**config.mk**
```make
export PLATFORM = sky130hd
export DESIGN_NAME = gpr_write_arbiter
export DESIGN_NICKNAME = d
export VERILOG_FILES = /design/src/rtl/gpr_write_arbiter.sv
export SDC_FILE = /design/constraint.sdc
export NUM_CORES = 1
export LEC_CHECK = 0
export CORE_MARGIN = 4
export CORE_UTILIZATION = 35
export CTS_CLUSTER_SIZE = 40
export DETAILED_ROUTE_END_ITERATION = 12
export GPL_ROUTABILITY_DRIVEN = 1
export PLACE_DENSITY_LB_ADDON = 0.15
export SLEW_MARGIN = 20
export SYNTH_ARGS = -nofsm -noshare
export SYNTH_HDL_FRONTEND = slang
export SYNTH_HIERARCHICAL = 1
export SYNTH_SLANG_ARGS = --single-unit
```
**constraint.sdc**
```tcl
create_clock -name clk -period 1.9 [get_ports clk]
set_input_delay 0.19 -clock clk [delete_from_list [all_inputs] [get_ports clk]]
set_output_delay 0.19 -clock clk [all_outputs]
set_load 0.005 [all_outputs]
```
**src/rtl/gpr_write_arbiter.sv**
```systemverilog
// Round-robin write arbiter onto the shared GPR C bus; registers the winning write as a load strobe.
// Optional burst locking is compiled in with `define GPR_ARB_LOCK_EN.

module gpr_wr_lane #(
  parameter int NUM_REG = 8,
  parameter int ADDR_W  = 3
) (
  input  logic [ADDR_W-1:0]  addr,
  output logic [NUM_REG-1:0] hot,
  output logic               in_range
);
  always_comb begin
    hot = '0;
    for (int r = 0; r < NUM_REG; r++) hot[r] = (32'(addr) == r);
  end

  assign in_range = 32'(addr) < NUM_REG;
endmodule

module gpr_write_arbiter #(
  parameter int NUM_REQ = 4,
  parameter int NUM_REG = 8,
  parameter int ADDR_W  = 3,
  parameter int WIDTH   = 24
) (
  input  logic                       clk,
  input  logic                       rst,
  input  logic [NUM_REQ-1:0]         req_valid,
  output logic [NUM_REQ-1:0]         req_ready,
  input  logic [NUM_REQ*ADDR_W-1:0]  req_addr,
  input  logic [NUM_REQ*WIDTH-1:0]   req_data,
  input  logic                       hold,
`ifdef GPR_ARB_LOCK_EN
  input  logic [NUM_REQ-1:0]         req_lock,
`endif
  output logic [WIDTH-1:0]           C_bus,
  output logic [NUM_REG-1:0]         load,
  output logic                       grant_valid,
  output logic [$clog2(NUM_REQ)-1:0] grant_id,
  output logic                       addr_err
);
  localparam int ID_W = $clog2(NUM_REQ);

  logic [NUM_REQ-1:0][ADDR_W-1:0]  addr_v;
  logic [NUM_REQ-1:0][WIDTH-1:0]   data_v;
  logic [NUM_REQ-1:0][NUM_REG-1:0] lane_hot;
  logic [NUM_REQ-1:0]              lane_ok;

  logic [ID_W-1:0] last_grant;
  logic [ID_W-1:0] win_id;
  logic [ID_W:0]   idx;
  logic            found;
  logic            grant;

`ifdef GPR_ARB_LOCK_EN
  logic            locked;
  logic [ID_W-1:0] lock_id;
`endif

  assign addr_v = req_addr;
  assign data_v = req_data;

  // Address decode is done per requester so the winner mux only selects a ready-made strobe.
  for (genvar i = 0; i < NUM_REQ; i++) begin : g_lane
    gpr_wr_lane #(.NUM_REG(NUM_REG), .ADDR_W(ADDR_W)) u_lane (
      .addr     (addr_v[i]),
      .hot      (lane_hot[i]),
      .in_range (lane_ok[i])
    );
  end

  always_comb begin
    found  = 1'b0;
    win_id = '0;
    idx    = '0;
    for (int k = 1; k <= NUM_REQ; k++) begin
      idx = {1'b0, last_grant} + (ID_W+1)'(k);
      if (idx >= (ID_W+1)'(NUM_REQ)) idx = idx - (ID_W+1)'(NUM_REQ);
      if (!found && req_valid[idx[ID_W-1:0]]) begin
        found  = 1'b1;
        win_id = idx[ID_W-1:0];
      end
    end
`ifdef GPR_ARB_LOCK_EN
    // A locked owner excludes everyone else, even while it is idle or stalled.
    if (locked) begin
      found  = req_valid[lock_id];
      win_id = lock_id;
    end
`endif
  end

  assign grant     = found & ~hold & ~rst;
  assign req_ready = grant ? (NUM_REQ'(1) << win_id) : '0;

  always_ff @(posedge clk or posedge rst) begin
    if (rst) begin
      C_bus       <= '0;
      load        <= '0;
      grant_valid <= 1'b0;
      grant_id    <= '0;
      addr_err    <= 1'b0;
      last_grant  <= ID_W'(NUM_REQ-1);
`ifdef GPR_ARB_LOCK_EN
      locked      <= 1'b0;
      lock_id     <= '0;
`endif
    end else begin
      grant_valid <= grant;
      if (grant) begin
        last_grant <= win_id;
        C_bus      <= data_v[win_id];
        grant_id   <= win_id;
        load       <= lane_hot[win_id];
        addr_err   <= ~lane_ok[win_id];
      end else begin
        load       <= '0;
        addr_err   <= 1'b0;
      end
`ifdef GPR_ARB_LOCK_EN
      if (grant) begin
        locked  <= req_lock[win_id];
        lock_id <= win_id;
      end else if (locked && !req_valid[lock_id]) begin
        locked  <= 1'b0;
      end
`endif
    end
  end
endmodule

```
Word level (Yosys, flattened, before mapping)
Index checks and enable logic that the tools add are counted.

Shift operators: 1. Multiplexer cells: 29. Bitwise gates (word level): 5. Reduce and logical (&&, ||, !) cells: 10. $add $sub $neg: 8. Order comparisons: 9. Equal/unequal tests: 28.

Operator list (number): binary-select mux 24 bit (select 2 bit) (1); equality test 3 bit, second input constant (16); equality test 3 x 2 -> 1 bit, second input constant (8); 2-to-1 mux 24 bit (1); binary-select mux 8 bit (select 2 bit) (1); 2-to-1 mux 2 bit (8); 2-to-1 mux 8 bit (2); < comparator 2 x 3 -> 1 bit, second input constant (5); equality test 3 x 1 -> 1 bit, second input constant (4); >= comparator 3 bit, second input constant (4); logical NOT 3 bit (4); binary-select mux 1 bit (select 2 bit) (5); 2-to-1 mux 1 bit (10); subtractor 2 x 1 -> 2 bit, second input constant (4); adder 2 x 2 -> 3 bit, second input constant (2); 2-to-1 mux 4 bit (1); left shift 1 x 2 -> 4 bit, first input constant (1); adder 2 x 1 -> 3 bit, second input constant (1); adder 2 x 3 -> 3 bit, second input constant (1); logical AND 1 bit (3); logical NOT 1 bit (3); inverter 1 bit (3); bitwise AND 1 bit (2).

Output and inout port bits: 40. Logic and storage cells: 96. Register bits: 38. Input bits: 115.

Longest topological paths before layout
Gate-level depths: netlist (run 1).

Word-level depth: 19. Gate-level depth with buffers: 7. Mapped depth without buffers: 6.

Modules after synthesis
Netlist (run 1), hierarchy kept.

By module, submodules not included: gpr_write_arbiter (area each 2763.9 um2, cells each 257, times used 1, sequential area each 953.4 um2); gpr_wr_lane (area each 76.3 um2, cells each 10, times used 4, sequential area each 0.0 um2).

Worst setup path before layout (run 1)
Ideal clock, no wire load.

Path type: flip-flop to flip-flop. Start: register last_grant[1]. End: register load[3]. Setup time: 0.119 ns. Data arrival time: 1.769 ns. Clock period less this slack: 1.888 ns. Buffers on the path: 1. Data required time: 1.781 ns. Slack: 0.012 ns. Cell stages (with the launch flop): 6. Cell sequence: dfstp_2 nand3b_1 a31oi_4 buf_12 mux4_2 and2_1.

Word-level cells in the longest chain between the ends: 18. Elaborated cells between the ends (all ways): 43. Classes of those cells: add/sub (8); order compare (4); mux (23); bitwise (2); reduce/logical (6).

Ends and longest elaborated chain: start: declaration (line 49) `logic [ID_W-1:0] last_grant;`; start signal: assignment (line 103) `last_grant <= ID_W'(NUM_REQ-1);`; start signal: assignment (line 111) `last_grant <= win_id;`; adder 2 x 1 -> 3 bit (line 77) `idx = {1'b0, last_grant} + (ID_W+1)'(k);`; >= comparator 3 bit / subtractor 2 x 1 -> 2 bit (equally long branches) (line 78) `if (idx >= (ID_W+1)'(NUM_REQ)) idx = idx - (ID_W+1)'(NUM_REQ);`; 2-to-1 mux 2 bit (line 78); binary-select mux 1 bit (select 2 bit) (line 79) `if (!found && req_valid[idx[ID_W-1:0]]) begin`; 2-to-1 mux 1 bit (implied by the code) (line 79); 2-to-1 mux 1 bit (line 79); logical NOT 1 bit (line 79); logical AND 1 bit (line 79); (+2 left out); logical AND 1 bit (line 79); 2-to-1 mux 1 bit (line 79); logical NOT 1 bit (line 79); logical AND 1 bit (line 79); 2-to-1 mux 2 bit / 2-to-1 mux 1 bit (equally long branches) (line 79); binary-select mux 8 bit (select 2 bit) / bitwise AND 1 bit (equally long branches) (line 114, 93); 2-to-1 mux 8 bit (implied by the code) / bitwise AND 1 bit (equally long branches) (line 114, 93); 2-to-1 mux 8 bit (*) (line 110) `if (grant) begin`; end signal: assignment (line 114) `load <= lane_hot[win_id];`; end: declaration (line 37) `output logic [NUM_REG-1:0] load,`.

Every way passes the cells marked *; elsewhere a longest branch is shown, timed or not. The select of a mux whose other input is x is not followed. A chain may end at the register's enable or synchronous reset.

Worst setup path after layout (run 1)
Start: register last_grant[1]. End: register load[5].

Same word-level chain as after synthesis.

==> impl_metrics.json, run 1 <==
{
  "diodes": 0,
  "path_max_fanout": 8,
  "wl_met3_um": 779,
  "wl_per_cell_um": 18.8,
  "grt_pass1_wl_um": 14800,
  "wl_met1_um": 4520,
  "setup_ws_ps": -114,
  "r2r_start": "last_grant[1]",
  "wl_met2_um": 5250,
  "crit_path_end_kind": "register",
  "reg2reg_depth": 7,
  "fin_nets": 579,
  "pwr-share-comb": 0.524,
  "status": "finished, violations left",
  "min_period_over_period": 1.06,
  "cap_violations": 0,
  "drtIter0Drc": 90,
  "place_congestion": 0.849,
  "die_h_um": 102,
  "postLayoutCoreUtil": 0.616,
  "cts_htree_levels": 2,
  "arrival_ps": 2200,
  "slew_viol_final": 0,
  "place_inst": 548,
  "syn_to_final_growth_pct": 68.2,
  "die_area_um2": 10300,
  "cts.path.max_buffers": 2,
  "drt_pass1_iterations": 4,
  "p_per_area_nw_per_um2": 749,
  "yosysWarnings": 6,
  "syn-cell-area_um2": 3070,
  "grtUsageTotal": 0.182,
  "pwr-share-clk": 0.189,
  "whs_ps": 360,
  "yosysSeqAreaShare": 0.311,
  "finalClockSkew_ps": 8.05,
  "drc_errors": 0,
  "postRouteAntennaNets": 0,
  "fillers": 701,
  "hp-class": "input pin to asynchronous set/reset pin",
  "fp.dieW_um": 102,
  "overflow": 0,
  "fin_crit_ps": 2010,
  "vias": 2999,
  "cp_data_required_time_ps": 2090,
  "dp_hpwl_um": 7190,
  "switchingPower_w": 0.00121,
  "critPathKind": "register to register",
  "clock-sinks": 38,
  "leakage_nw": 2.13,
  "intPower_w": 0.00266,
  "synthArstFlopShare": 1.00,
  "grt_pass1_vias": 2915,
  "fin_setup_tns_ps": -2750,
  "synth.distinct_cells": 31,
  "violations": "setup timing",
  "vias_per_cell": 5.26,
  "p_seq_frac": 0.287,
  "io-pin-count": 155,
  "synthFlopType": "dfrtp_1",
  "setup_viol": 35,
  "antenna_found_initial": 0,
  "rrSetupSlack_ps": -110,
  "synth_nets": 412,
  "clkLatencyLatePin_ps": 290,
  "core_area_um2": 8380,
  "synth_edf_count": 0,
  "portBuffers": 154,
  "syn_inst": 297,
  "rr_endpoint": "load[5]",
  "placed_cell_area_um2": 4750,
  "finalHoldViolations": 0,
  "grt_max_degree": 43,
  "drive_above_1_share": 0.318,
  "dr.max_layer_used": "met4",
  "cts_tree": "done",
  "cts_buffers": 5,
  "initial_utilization": 0.366,
  "postSynthAreaPerCell_um2": 10.3,
  "root_buffer": "clkbuf_8",
  "ys_seq_elements": 38,
  "finalWirelength_um": 10700,
  "vdd_drop_max_mv": 0.441,
  "stdcell_area_um2": 5160,
  "max_freq_mhz": 496,
  "rows": 33,
  "cts_hold_buf": 0,
  "swShare": 0.313,
  "start_kind": "register",
  "cts.clk_slew.worst_paths_ps": 80,
  "rsz0062_at_grt": "true",
  "instances_no_fill": 570
}
[cell usage after synthesis (all sizes together), types with 2 or more instances]
library cell  number  area (um^2)
nand3             48          240
and3               4         30.0
nor3b             12         90.1
and2               8         50.1
conb               4         15.0
o211ai            24          300
nor2b              3         18.8
nand2b             4         25.0
mux2              24          270
and3b             12          120
mux4               8          195
buf               27          220
inv                2         7.50
nor3               4         20.0
dfrtp             36          901
mux2i             28          280
dfstp              2         52.6
nor2              10         37.5
nand2             30          113
[metrics by stage]
step / power (W) / worst slack, ps
global placement: 0.00282 / -274
finish: 0.00387 / -114
floorplan: 0.00199 / 11.5
global route: 0.00408 / -199
CTS: 0.00365 / -117
detailed placement: 0.00285 / -299
[cell type report]
type	count	area (um^2)	area share
clock buffers	7	86.3	0.0167
multi-input cells	229	2000	0.387
repair buffers	188	1960	0.379
inverters	2	7.51	0.00145
well taps	105	131	0.0254
flip-flops and latches	38	953	0.185
clock inverters	1	30.0	0.00582
[state kept, by name (all words and copies together) (netlist names)]
name         flops
last_grant       2
C_bus           24
load             8
addr_err         1
grant_id         2
grant_valid      1
[layout by cell type (no fill, tap or decap), drive strengths merged, types with 2 or more instances in the layout]
cell type      count
buf               33
dfrtp             36
nand2b             4
dfstp              2
nand3             48
nor2b              3
clkbuf            12
o211ai            24
nor3               4
mux2i             28
inv                2
and3b             12
nor3b             12
mux2              24
nand2             30
clkdlybuf4s50    150
conb               4
and2               8
nor2              10
and3               4
mux4               8
[power by group through the flow]
stage	Combinational, W	Sequential [W]	Clock, W
finish	0.00203	0.00111	0.000733
global route	0.00216	0.00114	0.000786
CTS	0.00179	0.00111	0.000748
detailed placement	0.00172	0.00113	0
global placement	0.00170	0.00112	0
floorplan	0.000861	0.00113	0
[per-layer routing]
metal,vias to the layer above,GRT usage
met5,-,0
met4,0,0.0511
met3,9,0.0255
met2,116,0.313
met1,1464,0.238
li1,1410,-
[worst max-delay path, cell delays in order, from the launching register on]
cell,delay [ps]
dfstp_2,560
buf_6,100
nand3b_1,110
a31oi_4,210
buf_6,130
buf_12,130
mux4_2,500
and2_4,170
[logic make-up after synthesis]
kind of cell	synth area share
other cells	0.00489
compound gates	0.119
flops	0.311
buf+inv	0.0754
simple gates	0.247
mux	0.243
[timing repair]
item | in CTS | in global routing
buffers inserted | 5 | 3
cloned | 0 | 6
resized for setup | 26 | 31
pin swaps | 6 | 4
endpoints found under the setup margin | 34 | 36
[worst max path at each step]
| stage | from | end | slack, ps |
|---|---|---|---|
| after CTS | last_grant[1] | req_ready[2] | -120 |
| after global routing | last_grant[1] | C_bus[5] | -200 |
| final | last_grant[1] | load[5] | -110 |
| after floorplan | last_grant[1] | load[3] | 10 |
| after detailed placement | req_valid[3] | req_ready[0] | -300 |
| after global placement | req_valid[3] | req_ready[0] | -270 |
(Power assumes the default switching activity.)
==> run 2: changes to the inputs <==
- MAX_ROUTING_LAYER: unset -> met4
- clock period: 1.9 -> 1.65 ns (I/O delays scaled with it)
==> run 2 against run 1 <==
  * The run still ends with setup timing left
  * Non-clock buffer count rose by 11
  * Sequential power rose by 15%
  * Worst hold slack got worse by 27 ps
  * Clock skew rose by 4.5 ps
  * Critical path depth did not move
  * Maximum frequency fell by 1.6%
  * Clock-buffer cell count fell by 1
  * Wire length fell by 0.36%
  * Register-to-register slack got worse by 280 ps
  * Combinational power rose by 30%
  * Final cell count rose by 2.1%
  * Global-route usage rose by 3.1 points
  * Critical endpoint is now load[4]
  * Largest cell class unchanged
  * Highest routed layer unchanged
==> impl_metrics.json, run 2 (same netlist as run 1, synthesis figures left out) <==
{
  "status": "finished, violations left",
  "violations": "setup timing",
  "cap_violations": 0,
  "postRouteAntennaNets": 0,
  "drt_pass1_iterations": 4,
  "overflow": 0,
  "cts_buffers": 5,
  "p_per_area_nw_per_um2": 858,
  "hp-class": "input pin to asynchronous set/reset pin",
  "grt_max_degree": 29,
  "path_cells": "nand2b_4 > a21oi_4 > o221ai_4 > buf_6 > buf_12 > mux4_2 > and2_4",
  "instances_no_fill": 582,
  "reg_top3": "C_bus: 24 flops, load: 8 flops",
  "die_area_um2": 10300,
  "arrival_ps": 2230,
  "max_freq_mhz": 488,
  "rr_endpoint": "load[4]",
  "finalWirelength_um": 10700,
  "largest_register": "C_bus",
  "vias": 3023,
  "post-place-ws_ps": -568,
  "max_stage_delay_ps": 620,
  "syn_to_final_growth_pct": 86.5,
  "fp.dieW_um": 102,
  "path_max_fanout": 11,
  "initial_utilization": 0.366,
  "min_period_over_period": 1.24,
  "core_area_um2": 8380,
  "fillers": 687,
  "layout_commonest_cell": "clkdlybuf4s50_1",
  "rows": 33,
  "clock-sinks": 38,
  "root_buffer": "clkbuf_8",
  "io-pin-count": 155,
  "cts.path.max_buffers": 2,
  "fin_crit_ps": 2050,
  "die_h_um": 102,
  "vdd_drop_max_mv": 0.437,
  "grt_pass1_vias": 3227,
  "leakage_nw": 2.35,
  "largest_reg_flops": 24,
  "cp_slowest_cell": "dfstp_2",
  "slew_viol_final": 0,
  "cp_data_required_time_ps": 1830,
  "grtUsageTotal": 0.213,
  "vias_per_cell": 5.19,
  "mostFrequentLayoutCells": "150 x clkdlybuf4s50_1, 41 x nand3_2, 36 x dfrtp_1, 29 x nand2_1",
  "rrSetupSlack_ps": -400,
  "finalHoldViolations": 0,
  "postLayoutCoreUtil": 0.683,
  "start_kind": "register",
  "drive_above_1_share": 0.431,
  "fin_nets": 590,
  "cts.clk_slew.worst_paths_ps": 80,
  "cts_tree": "done",
  "fin_setup_tns_ps": -12650,
  "setup_ws_ps": -397,
  "cts_htree_levels": 2,
  "r2r_start": "last_grant[1]",
  "finalClockSkew_ps": 12.5,
  "crit_path_end_kind": "register",
  "drc_errors": 0,
  "wl_per_cell_um": 18.3,
  "setup_viol": 38,
  "grt_pass1_wl_um": 16600,
  "drtIter0Drc": 63,
  "place_congestion": 0.866,
  "critPathKind": "register to register",
  "reg2reg_depth": 7,
  "portBuffers": 154,
  "dp_hpwl_um": 7610,
  "rsz0062_at_grt": "true",
  "place_inst": 558,
  "antenna_found_initial": 1,
  "clkLatencyLatePin_ps": 300
}
[run 2: cell types whose count changed in the layout (fill, tap and decap cells not counted), sizes merged]
cell	before	now
clkdlybuf4s15	0	1
bufinv	1	2
buf	33	47
diode	0	1
clkbuf	12	7
[run 2: final cells by class]
cell class / instances / area, um^2 / area share
antenna: 1 / 2.50 / 0.000437
inverter: 2 / 7.51 / 0.00131
clock buffer: 6 / 82.6 / 0.0144
multi-input combinational: 229 / 2360 / 0.413
timing repair buffer: 199 / 2120 / 0.371
sequential: 38 / 953 / 0.167
clock inverter: 2 / 60.1 / 0.0105
tap: 105 / 131 / 0.0230
[run 2: stage by stage]
step           hold WS [ps]  total power, W  instance area (um^2)
2_1_floorplan           356         0.00245                  3380
3_3_place_gp            478         0.00338                  5100
3_5_place_dp            482         0.00343                  5100
4_1_cts                 331         0.00486                  5580
5_1_grt                 365         0.00519                  5720
6_report                333         0.00491                  5720
[run 2: report_power, final]
part	internal, W	switching, W	total [W]
registers	0.00115	0.000130	0.00128
clock network	0.000645	0.000344	0.000989
logic	0.00161	0.00102	0.00263
[run 2: metal layers]
metal / track usage / routed length, um
met5: - / 0
met4: 0.0542 / 109
met3: 0.0448 / 731
met2: 0.370 / 5660
met1: 0.251 / 4160
[run 2: what timing repair did]
| action | CTS | global route |
|---|---|---|
| resized for setup | 53 | 32 |
| setup endpoints to repair | 37 | 40 |
| pin swaps | 9 | 3 |
| gates cloned | 5 | 0 |
| setup buffers | 9 | 3 |
| hold buffers | 0 | 0 |
[run 2: worst max-delay path by stage]
stage,startpoint,end
finish,last_grant[1],load[4]
detailed placement,req_valid[3],req_ready[1]
global route,last_grant[1],req_ready[1]
floorplan,last_grant[0],load[3]
CTS,last_grant[1],load[4]
global placement,req_valid[3],req_ready[1]
[run 2: critical path: cells and delay by family, from the launching register on]
| family | cells | cell delay [ps] |
|---|---|---|
| DFF | 1 | 620 |
| AOI/OAI and AO/OA | 2 | 350 |
| buffers and inverters | 2 | 340 |
| and+or+nand+nor | 2 | 330 |
| muxes | 1 | 300 |
==> run 3: changes to the inputs <==
- CORE_UTILIZATION: 35 -> 37
==> run 3 against run 2 <==
  * The run still ends with setup timing left
  * Setup slack got worse by 38 ps
  * Via count up 1.9%
  * Die area shrank 5.0%
  * Sequential share of layout area fell by 0.10 points
  * Clock power fell by 31%
  * Global-route usage increased by 0.70 points
  * Total power shrank 5.2%
  * Flip-flop and latch count is the same
  * Largest power group unchanged
==> impl_metrics.json, run 3 (same netlist as run 1, synthesis figures left out) <==
{
  "fillers": 590,
  "vias_per_cell": 5.25,
  "overflow": 0,
  "register_area_um2": 953,
  "diodes": 0,
  "dp_hpwl_um": 7860,
  "antenna_found_initial": 0,
  "p_per_area_nw_per_um2": 808,
  "drtIter0Drc": 71,
  "leakage_nw": 2.37,
  "arrival_ps": 2280,
  "postRouteAntennaNets": 0,
  "finalClockSkew_ps": 10.5,
  "cp_slowest_cell": "dfstp_2",
  "cap_violations": 0,
  "largest_register": "C_bus",
  "root_buffer": "clkbuf_8",
  "cts_tree": "done",
  "min_period_over_period": 1.26,
  "cp_data_required_time_ps": 1840,
  "power_w": 0.00465,
  "cts_hold_buf": 0,
  "switchingPower_w": 0.00151,
  "wl_per_cell_um": 18.4,
  "cts_buffers": 5,
  "grtUsageTotal": 0.220,
  "grt_max_degree": 39,
  "die_h_um": 99.1,
  "p_seq_frac": 0.276,
  "fin_crit_ps": 2090,
  "violations": "setup timing",
  "vdd_drop_max_mv": 0.419,
  "crit_top_cell": "buf_6",
  "slew_viol_final": 0,
  "vias": 3079,
  "portBuffers": 154,
  "path_cells": "nand3b_1 > a31oi_4 > buf_6 > buf_6 > mux4_2 > and2_4",
  "critPathTopFamily": "flip-flops",
  "place_congestion": 0.894,
  "setup_ws_ps": -436,
  "cts_htree_levels": 2,
  "fin_setup_tns_ps": -13150,
  "multi_input_area_um2": 2420,
  "rows": 32,
  "reg_top3": "C_bus: 24 flops, load: 8 flops",
  "clock-sinks": 38,
  "drc_errors": 0,
  "finalWirelength_um": 10800,
  "io-pin-count": 155,
  "cts.clk_slew.worst_paths_ps": 80,
  "start_kind": "register",
  "fin_nets": 599,
  "mostFrequentLayoutCells": "149 x clkdlybuf4s50_1, 41 x nand3_2, 36 x dfrtp_1, 29 x nand2_1, 26 x buf_4",
  "cp_num_buf_inv": 2,
  "critPathKind": "register to register",
  "finalHoldViolations": 0,
  "core_area_um2": 7890,
  "grt_pass1_vias": 3280,
  "largest_reg_flops": 24,
  "drive_above_1_share": 0.454,
  "rsz0062_at_grt": "true",
  "status": "finished, violations left",
  "whs_ps": 352,
  "die_area_um2": 9820,
  "layout_commonest_cell": "clkdlybuf4s50_1",
  "clkLatencyLatePin_ps": 290,
  "pwr-share-comb": 0.577,
  "grt_pass1_wl_um": 16800,
  "drt_pass1_iterations": 4,
  "path_max_fanout": 6,
  "fp.dieW_um": 99.1,
  "max_stage_delay_ps": 610,
  "cts.path.max_buffers": 2,
  "initial_utilization": 0.389,
  "setup_viol": 36,
  "placed_cell_area_um2": 5170,
  "max_freq_mhz": 479,
  "intPower_w": 0.00315,
  "hp-class": "input pin to asynchronous set/reset pin",
  "crit_path_end_kind": "register",
  "postLayoutCoreUtil": 0.730,
  "pwr-share-clk": 0.147,
  "syn_to_final_growth_pct": 87.6,
  "stdcell_area_um2": 5760,
  "swShare": 0.324
}
==> run 3: per-stage QoR <==
stage | instances | setup slack, ps
final | 587 | -436
after global routing | 587 | -484
after CTS | 582 | -373
after detailed placement | 564 | -592
after global placement | 564 | -582
after floorplan | 297 | -196
==> run 3: per-layer routing <==
metal,GRT usage,part of all wire,vias to the layer above
met5,-,0,-
met4,0.0483,0.0096,0
met3,0.0340,0.051,12
met1,0.247,0.40,1518
met2,0.409,0.54,96
li1,-,-,1453
==> run 3: worst paths after layout <==
path	end	from	slack [ps]	cells past startpoint
max	load[4]	last_grant[1]	-440	6
min	C_bus[20]	rst	350	4
max reg2reg	load[4]	last_grant[1]	-440	6
min reg2reg	C_bus[0]	C_bus[0]	500	2
max in group asynchronous	last_grant[1]	rst	1030	4
min in group clk	C_bus[0]	C_bus[0]	500	2
==> run 3: cell type report <==
class	instances	area share
multi-input cells	229	0.420
repair buffers	208	0.375
clock buffers	7	0.0150
clock inverters	1	0.000869
flip-flops and latches	38	0.166
inverters	2	0.00130
well taps	102	0.0222
==> run 3: timing repair <==
action                                  4_1_cts  5_1_grt
endpoints found under the setup margin       36       40
setup buffers                                10        6
gates cloned                                  1        1
gates resized for setup                      64       42
pin swaps                                     7        3
==> run 3: worst reg2reg max path: stages (launching register included) <==
cell and delay [ps]:
dfstp_2 610, nand3b_1 150, a31oi_4 260, buf_6 170, buf_6 130, mux4_2 500
and2_4 170
==> run 3: power groups by stage <==
stage | Clock [W] | Combinational [W] | Sequential, W
after detailed placement | 0 | 0.00217 | 0.00130
final | 0.000684 | 0.00268 | 0.00129
after floorplan | 0 | 0.00115 | 0.00130
after global routing | 0.000736 | 0.00285 | 0.00131
after CTS | 0.000705 | 0.00250 | 0.00129
after global placement | 0 | 0.00212 | 0.00129
